`src/rtl/mem_pkg.sv`:
```
// Shared types and constants for the unified-memory front end.
package mem_pkg;

   localparam int ADDR_WIDTH  = 32;
   localparam int DATA_WIDTH  = 32;
   localparam int MEM_OP_SIZE = 4 + ADDR_WIDTH + DATA_WIDTH;

   // One memory operation as it travels on request and response buses.
   typedef struct packed {
      logic [3:0]            byte_en;
      logic [ADDR_WIDTH-1:0] addr;
      logic [DATA_WIDTH-1:0] data;
   } mem_req_t;

   // Identity of the client that issued a request; stored in the tag FIFO.
   typedef enum logic {
      CLIENT_IMEM = 1'b0,
      CLIENT_DMEM = 1'b1
   } client_id_t;

   // The client that is not `c`; used to hand the round-robin turn over.
   function automatic client_id_t other_client(input client_id_t c);
      return (c == CLIENT_IMEM) ? CLIENT_DMEM : CLIENT_IMEM;
   endfunction

endpackage

```
`src/rtl/mem_tag_fifo.sv`:
```
// In-order FIFO of client tags for requests outstanding at the memory.
// Push and pop may happen together at any fill level, including full.
module mem_tag_fifo #(
   parameter int DEPTH = 2,
   parameter int WIDTH = 1,
   localparam int CNT_W = $clog2(DEPTH) + 1
) (
   input  logic             CLK,
   input  logic             RST,
   input  logic             push,
   input  logic             pop,
   input  logic [WIDTH-1:0] din,
   output logic [WIDTH-1:0] dout,
   output logic [CNT_W-1:0] count,
   output logic             full,
   output logic             empty
);

   // A depth of one still needs a one-bit pointer that simply stays at 0.
   localparam int PTR_W = (DEPTH > 1) ? $clog2(DEPTH) : 1;

   logic [WIDTH-1:0] mem_q [DEPTH];
   logic [WIDTH-1:0] mem_d [DEPTH];
   logic [PTR_W-1:0] wr_ptr_q, wr_ptr_d;
   logic [PTR_W-1:0] rd_ptr_q, rd_ptr_d;
   logic [CNT_W-1:0] count_q, count_d;

   function automatic logic [PTR_W-1:0] next_ptr(input logic [PTR_W-1:0] p);
      return (p == PTR_W'(DEPTH - 1)) ? '0 : p + 1'b1;
   endfunction

   assign dout  = mem_q[rd_ptr_q];
   assign count = count_q;
   assign full  = (count_q == CNT_W'(DEPTH));
   assign empty = (count_q == '0);

   // Next-state: write at the tail, read from the head, track occupancy.
   always_comb begin
      mem_d    = mem_q;
      wr_ptr_d = wr_ptr_q;
      rd_ptr_d = rd_ptr_q;
      count_d  = count_q;
      if (push) begin
         mem_d[wr_ptr_q] = din;
         wr_ptr_d        = next_ptr(wr_ptr_q);
      end
      if (pop) begin
         rd_ptr_d = next_ptr(rd_ptr_q);
      end
      case ({push, pop})
         2'b10:   count_d = count_q + 1'b1;
         2'b01:   count_d = count_q - 1'b1;
         default: count_d = count_q;
      endcase
   end

   // State registers; reset flushes every outstanding tag.
   always_ff @(posedge CLK or posedge RST) begin
      if (RST) begin
         for (int i = 0; i < DEPTH; i++) mem_q[i] <= '0;
         wr_ptr_q <= '0;
         rd_ptr_q <= '0;
         count_q  <= '0;
      end else begin
         mem_q    <= mem_d;
         wr_ptr_q <= wr_ptr_d;
         rd_ptr_q <= rd_ptr_d;
         count_q  <= count_d;
      end
   end

   // Protocol checks: no pop from an empty FIFO, no push into a full one
   // unless a pop frees the slot in the same cycle.
   a_no_underflow : assert property (@(posedge CLK) disable iff (RST) !(pop && empty));
   a_no_overflow  : assert property (@(posedge CLK) disable iff (RST) !(push && full && !pop));

endmodule

```
`src/rtl/mem_port_arbiter.sv`:
```
// Two-client front end for the single-port unified memory: round-robin
// merges imem/dmem requests, remembers who issued each one, and steers
// every in-order memory response back to its issuer.
//
// Handshake: a transfer happens on a cycle where valid and ready are both 1.
// Request side is purely combinational. mem_get_valid depends only on the
// tag FIFO head and the head client's resp_ready, never on any req_valid or
// on mem_put_ready, so the memory may derive mem_put_ready from it freely.
// While RST is high every valid/ready output is forced to 0.
module mem_port_arbiter #(
   parameter int TAG_DEPTH  = 2,
   parameter int ADDR_WIDTH = 32,
   parameter int DATA_WIDTH = 32
) (
   input  logic                             CLK,
   input  logic                             RST,
   input  logic                             imem_req_valid,
   output logic                             imem_req_ready,
   input  logic [4+ADDR_WIDTH+DATA_WIDTH-1:0] imem_req,
   output logic                             imem_resp_valid,
   input  logic                             imem_resp_ready,
   output logic [4+ADDR_WIDTH+DATA_WIDTH-1:0] imem_resp,
   input  logic                             dmem_req_valid,
   output logic                             dmem_req_ready,
   input  logic [4+ADDR_WIDTH+DATA_WIDTH-1:0] dmem_req,
   output logic                             dmem_resp_valid,
   input  logic                             dmem_resp_ready,
   output logic [4+ADDR_WIDTH+DATA_WIDTH-1:0] dmem_resp,
   output logic                             mem_put_valid,
   input  logic                             mem_put_ready,
   output logic [4+ADDR_WIDTH+DATA_WIDTH-1:0] mem_put_request,
   output logic                             mem_get_valid,
   input  logic                             mem_get_ready,
   input  logic [4+ADDR_WIDTH+DATA_WIDTH-1:0] mem_get_response
);

   import mem_pkg::*;

   localparam int CNT_W = $clog2(TAG_DEPTH) + 1;

   client_id_t       rr_ptr_q, rr_ptr_d;
   client_id_t       winner;
   client_id_t       head;
   logic             any_req;
   logic             can_issue;
   logic             put_valid;
   logic             fire;
   logic             get_valid;
   logic             pop;
   logic [0:0]       tag_din;
   logic [0:0]       tag_dout;
   logic [CNT_W-1:0] tag_count;
   logic             tag_full;
   logic             tag_empty;

   mem_tag_fifo #(
      .DEPTH (TAG_DEPTH),
      .WIDTH (1)
   ) u_tag_fifo (
      .CLK   (CLK),
      .RST   (RST),
      .push  (fire),
      .pop   (pop),
      .din   (tag_din),
      .dout  (tag_dout),
      .count (tag_count),
      .full  (tag_full),
      .empty (tag_empty)
   );

   // Response routing: only the head client may see a response.
   always_comb begin
      head      = client_id_t'(tag_dout);
      get_valid = !RST && !tag_empty &&
                  ((head == CLIENT_DMEM) ? dmem_resp_ready : imem_resp_ready);
      pop       = get_valid && mem_get_ready;
   end

   // Request arbitration: a lone requester wins, a tie goes to the pointer.
   always_comb begin
      winner = CLIENT_IMEM;
      if (imem_req_valid && dmem_req_valid) begin
         winner = rr_ptr_q;
      end else if (dmem_req_valid) begin
         winner = CLIENT_DMEM;
      end
      any_req   = imem_req_valid || dmem_req_valid;
      // A pop in this cycle frees a slot, so a full FIFO can still accept.
      can_issue = !tag_full || pop;
      put_valid = !RST && can_issue && any_req;
      fire      = put_valid && mem_put_ready;
      tag_din   = winner;
      rr_ptr_d  = fire ? other_client(winner) : rr_ptr_q;
   end

   // Output drive for both directions.
   always_comb begin
      mem_put_valid   = put_valid;
      mem_put_request = (winner == CLIENT_DMEM) ? dmem_req : imem_req;
      imem_req_ready  = fire && (winner == CLIENT_IMEM);
      dmem_req_ready  = fire && (winner == CLIENT_DMEM);
      mem_get_valid   = get_valid;
      imem_resp_valid = !RST && !tag_empty && mem_get_ready && (head == CLIENT_IMEM);
      dmem_resp_valid = !RST && !tag_empty && mem_get_ready && (head == CLIENT_DMEM);
      imem_resp       = mem_get_response;
      dmem_resp       = mem_get_response;
   end

   // Round-robin pointer: after each grant the other client gets priority.
   always_ff @(posedge CLK or posedge RST) begin
      if (RST) begin
         rr_ptr_q <= CLIENT_IMEM;
      end else begin
         rr_ptr_q <= rr_ptr_d;
      end
   end

   // Occupancy can never exceed the number of tag slots.
   a_count_bound : assert property (@(posedge CLK) disable iff (RST)
                                    tag_count <= CNT_W'(TAG_DEPTH));

endmodule

```
`config.mk`:
```
export PLATFORM = sky130hd
export DESIGN_NAME = mem_port_arbiter
export DESIGN_NICKNAME = d
export VERILOG_FILES = /design/src/rtl/mem_pkg.sv /design/src/rtl/mem_tag_fifo.sv /design/src/rtl/mem_port_arbiter.sv
export SDC_FILE = /design/constraint.sdc
export NUM_CORES = 1
export LEC_CHECK = 0
export ABC_AREA = 1
export CAP_MARGIN = 5
export CORE_AREA = 3 3 163 165
export CTS_BUF_LIST = sky130_fd_sc_hd__clkbuf_4 sky130_fd_sc_hd__clkbuf_8 sky130_fd_sc_hd__clkbuf_16
export DETAILED_ROUTE_END_ITERATION = 8
export DIE_AREA = 0 0 166 168
export GPL_TIMING_DRIVEN = 0
export SLEW_MARGIN = 10
export SYNTH_ARGS = -nofsm -noshare
export SYNTH_HDL_FRONTEND = slang
export SYNTH_SLANG_ARGS = --single-unit
export TNS_END_PERCENT = 50
```
`constraint.sdc`:
```
create_clock -name CLK -period 1.7 [get_ports CLK]
set_input_delay 0.51 -clock CLK [delete_from_list [all_inputs] [get_ports CLK]]
set_output_delay 0.51 -clock CLK [all_outputs]
set_load 0.03 [all_outputs]
```
======== Yosys cells after proc, flatten, opt, wreduce, memory -nomap -nowiden ========
Index checks and enable logic that the tools add are counted.
storage, ports and cells
  flip-flop bits (word level) ............. 7
cells by class
  add/sub/neg operators ................... 4
  eq/ne operators ......................... 3
  reduce and logical (&&, ||, !) cells .... 20
  multiplexer cells ....................... 14
  order comparisons ....................... 3
  bitwise logic cells ..................... 4
operators with widths
  kind                                                                   number
  68-bit 2-to-1 mux                                                      1
  1-bit logical AND                                                      13
  1-bit 2-to-1 mux                                                       10
  2-bit equality test, second input constant                             2
  2-bit greater-or-equal comparator, second input constant               2
  1-bit inverter with 2-bit output                                       2
  2-bit one-hot mux with 2 select lines                                  1
  1-bit zero test                                                        3
  1-bit adder, second input constant                                     2
  2-bit by 1-bit adder with 2-bit output, second input constant          1
  2-bit bitwise mux                                                      1
  2-bit by 1-bit equality test with 1-bit output, second input constant  1
  2-bit zero test                                                        1
  1-bit logical OR                                                       2
  2-bit by 1-bit < comparator with 1-bit output, second input constant   1
  1-bit inverter                                                         2
  2-bit nonzero test                                                     1
  2-bit by 1-bit subtractor with 2-bit output, second input constant     1
  1-bit demux with 1-bit select                                          1

======== Logic depth before layout (Yosys ltp) ========
  depth after elaboration ................. 13
  mapped depth ............................ 11
  depth with buffers taken out ............ 11

======== By module ========
Synthesis repeated with hierarchy kept, for this count alone.
unflattened totals
  cells, all modules ...................... 418
  area, all modules ....................... 2302.2 um2
modules (own cells, without submodules)
  module            sequential area each (um2)  cells each  area an instance (um2)  instances
  mem_port_arbiter  25.0                        383         2008.2                  1
  mem_tag_fifo      150.1                       35          294.0                   1

======== Worst setup path after synthesis ========
No wires, ideal clock.
  path kind ............................... input-to-output
  start ................................... in RST
  end ..................................... out dmem_req_ready
  arrival time ............................ 1.615 ns
  path slack .............................. -0.425 ns
  cell stages on the path ................. 7
  path buffers ............................ 0
  data required time ...................... 1.190 ns
  cells stage by stage .................... inv_1 o21ai_2 nor2_4 nand2_4 nand2_4 nand3_4 nor2_1
on the way
  word-level cells in the longest chain between the ends .. 9
RTL lines
  element                               RTL line                 source
  from (decl)                           mem_port_arbiter.sv:16   input logic RST,
  1-bit zero test (no source line) (*)  --
  1-bit logical AND (2 in a row)        mem_port_arbiter.sv:74   get_valid = !RST && !tag_empty &&
  1-bit logical AND                     mem_port_arbiter.sv:76   pop = get_valid && mem_get_ready;
  1-bit logical OR                      mem_port_arbiter.sv:89   can_issue = !tag_full || pop;
  1-bit logical AND (*) (2 in a row)    mem_port_arbiter.sv:90   put_valid = !RST && can_issue && any_req;
  1-bit logical AND (*)                 mem_port_arbiter.sv:91   fire = put_valid && mem_put_ready;
  1-bit logical AND (*)                 mem_port_arbiter.sv:101  dmem_req_ready = fire && (winner == CLIENT_DMEM);
  to (decl)                             mem_port_arbiter.sv:24   output logic dmem_req_ready,
Mark *: on every way between the ends. The rest lies on a longest branch, timed or not.

======== Worst setup path after layout ========
  start ................................... in imem_req_valid
  end ..................................... out mem_put_request[5]
on the way
  word-level cells in the longest chain between the ends .. 3
RTL lines
  element            RTL line                source
  from (decl)        mem_port_arbiter.sv:17  input logic imem_req_valid,
  1-bit logical AND  mem_port_arbiter.sv:82  if (imem_req_valid && dmem_req_valid) begin
  1-bit 2-to-1 mux   mem_port_arbiter.sv:82
  68-bit 2-to-1 mux  mem_port_arbiter.sv:99  mem_put_request = (winner == CLIENT_DMEM) ? dmem_req : imem_req;
  to (decl)          mem_port_arbiter.sv:31  output logic [4+ADDR_WIDTH+DATA_WIDTH-1:0] mem_put_request,
Every way passes these cells.

==> results.json <==
{
  "status": "complete, but fails checks",
  "failed_checks": "setup timing",
  "dp_hpwl_mm": 12.2,
  "required_ns": 1.19,
  "yosysTopAreaCell": "buf_4",
  "crit_buf_inv": 5,
  "finalSetupViolations": 76,
  "drtIter0Drc": 51,
  "insertion_delay_ns": 0.23,
  "cts_root_buf": "clkbuf_16",
  "dp.cells": 1096,
  "crit_top_cell": "nand2_2",
  "crit_type": "input pin to output port",
  "rsz0062_at_grt": "yes",
  "yosysSeqAreaShare": 0.0748,
  "r2r_end": "u_tag_fifo.count[1]$_DFFE_PP0P_",
  "row_count": 58,
  "mappedNetlistNets": 626,
  "synthArstFlopShare": 1.00,
  "ys_ff_latch": 7,
  "dieWidth_um": 166,
  "timing.slew.headroom": 0.755,
  "gp_congestion": 0.766,
  "synth_edf_count": 0,
  "tightest_slew_ns": 0.367,
  "die_area_um2": 27900,
  "cpPeakStageDelay_ns": 0.16,
  "synthTopCellsByArea": "buf_4 44%, nand2_1 35%, dfrtp_1 7.5%, buf_2 1.7%, inv_1 1.6%",
  "nFillCells": 2752,
  "worst-path-max-fanout": 7,
  "slowest_stage": "buf_12",
  "critPathTopFamily": "buffers and inverters",
  "ctsHoldBuffers": 0,
  "synth_area_um2": 2340,
  "hold_path.class": "input pin to asynchronous set/reset pin",
  "cts_tree": "done",
  "synth_ff_type": "dfrtp_1",
  "dr_total_vias": 3765,
  "wl_mm": 15.2,
  "io-pin-count": 422,
  "port_buffers": 353,
  "clk_pin_slew_ns": 0.04,
  "ir_drop_mv": 0.388,
  "drtPass1Iterations": 4,
  "maxCapViolations": 0,
  "yosys_warnings": 0,
  "die_y_um": 168,
  "synth_cell_types": 22,
  "grt_max_degree": 11,
  "initial_core_util": 0.0930,
  "drive_gt1_frac": 0.631,
  "timing.rr.start": "u_tag_fifo.rd_ptr_q$_DFFE_PP0P_",
  "p_leak_nw": 3.68,
  "timing.final.ws_setup_ns": -0.324,
  "syn2layout_area_growth_pct": 210,
  "synth_top_cell_area_share": 0.439,
  "grt_usage": 0.0985,
  "period_share": 1.19,
  "cts_buffers": 3,
  "layout_min_cycle_time_ns": 2.02,
  "crit_path_end_kind": "output port",
  "drc": 0,
  "layout.cells.non_filler": 1137,
  "vias_per_cell": 3.31,
  "finClkSkew_ns": 0.000240,
  "finalHoldViolations": 0,
  "clkSinkCount": 7,
  "synth_most_common_cell": "nand2_1",
  "ant_nets": 0,
  "cp-startpoint": "imem_req_valid",
  "antenna_found_initial": 0,
  "grt-ovfl-total": 0,
  "r2r_cells": 13,
  "fmax_ghz": 0.494,
  "critPathArrivalTime_ns": 1.51,
  "cellPowerDensity_nw_per_um2": 730,
  "netlist_top_cells_count": "216 x nand2_1, 137 x buf_4, 10 x inv_1, 8 x buf_2, 7 x dfrtp_1",
  "syn_inst": 413,
  "fp.coreArea_um2": 25200,
  "clockBufferDepth": 2,
  "fin_nets": 1021,
  "grt_pass1_vias": 4093,
  "routedWlPerCell_um": 13.3,
  "r2r_setup_slack_ns": -0.21,
  "htreeDepth": 1,
  "grt_pass1_wl_mm": 22.2,
  "synth_area_per_cell_um2": 5.67,
  "post-route-util": 0.288,
  "cp_cell_sequence": "buf_2 > nand2_4 > nand2_8 > buf_12 > buf_8 > clkbuf_16 > nand2_2 > nand2_2 > buf_6",
  "antenna_cells": 0,
  "drv_slew": 0,
  "cp-start-kind": "input pin"
}
kinds of logic (layout without fill, tap and decap cells):
kind of cell,Yosys count,count (layout),synth area share
AND/OR/NAND/NOR,231,231,0.398
buffers and inverters,162,556,0.484
AO/OA/AOI/OAI,9,9,0.0273
flip-flops,7,7,0.0748
XOR/XNOR,3,3,0.0112
adder cells (fa/ha/maj),1,1,0.00534
final cells by class:
cell class,instances,area (um^2),area share
timing repair buffer,389,3710,0.512
multi-input combinational,244,1530,0.212
buffer,150,1260,0.174
tap,330,413,0.0570
sequential,7,176,0.0243
clock buffer,4,82.6,0.0114
inverter,12,61.3,0.00846
timing repair inverter,1,8.76,0.00121
cells in the final DEF, fill, tap and decap left out, types with 2 or more instances in the layout:
cell,count
a21oi_2,2
a21oi_4,3
buf_12,4
buf_16,2
buf_2,2
buf_4,266
buf_6,86
buf_8,3
clkbuf_16,9
clkdlybuf4s50_1,136
dfrtp_1,6
dlygate4sd2_1,33
inv_1,5
inv_2,5
nand2_1,109
nand2_2,81
nand2_4,29
nand3_4,3
nand4_1,4
nor2_4,3
o21ai_2,2
xor2_1,2
how the worst max path moves through the flow:
stage | slack, ns | endpoint | depth (start not counted)
after global routing | -0.39 | mem_put_request[5] | 9
after CTS | -0.34 | mem_put_request[2] | 9
final | -0.32 | mem_put_request[5] | 9
after detailed placement | -1.70 | mem_put_request[59] | 7
after floorplan | -0.13 | u_tag_fifo.count[1]$_DFFE_PP0P_ | 8
after global placement | -1.71 | mem_put_request[59] | 7
metal layers:
metal	GRT usage	share of wire	vias up
met3	0.0265	0.086	7
li1	-	-	1887
met4	0.0105	0.0056	0
met1	0.105	0.35	1661
met2	0.199	0.56	210
met5	0	0	-
flip-flops by register name, summed over array words and instances (netlist names):
name and cells:
u_tag_fifo.count 2, u_tag_fifo.mem_q 2, rr_ptr_q 1, u_tag_fifo.rd_ptr_q 1
u_tag_fifo.wr_ptr_q 1
report_power, final:
part           internal [mW]  total, mW  leakage (nW)  switching (mW)
combinational           2.17       4.51          3.56            2.34
clock                  0.329      0.426        0.0416          0.0971
sequential             0.252      0.353        0.0839           0.101
metrics by stage:
step / TNS (ns) / hold WS [ns] / area [um^2] / setup slack, ns / power [mW]
6_report: -18.29 / 0.354 / 7250 / -0.324 / 5.29
5_1_grt: -24.39 / 0.378 / 7250 / -0.389 / 5.59
4_1_cts: -20.62 / 0.356 / 7100 / -0.339 / 5.19
3_5_place_dp: -118.60 / 0.475 / 6420 / -1.70 / 3.91
3_3_place_gp: -118.02 / 0.470 / 6420 / -1.71 / 3.88
2_1_floorplan: -1.68 / 0.292 / 2480 / -0.131 / 2.38
timing repair:
action                                  in CTS  in global routing
gates resized for setup                    819                 23
endpoints found under the setup margin     216                 77
cloned                                       8                  0
setup buffers                               21                  9
pin swaps                                   51                 10
tightest hold or removal path, stage by stage:
cell        delay [ns]
buf_6             0.09
clkinvlp_4        0.08
buf_4             0.11
buf_4             0.10
Note: power is estimated with default switching activity, not from simulation.
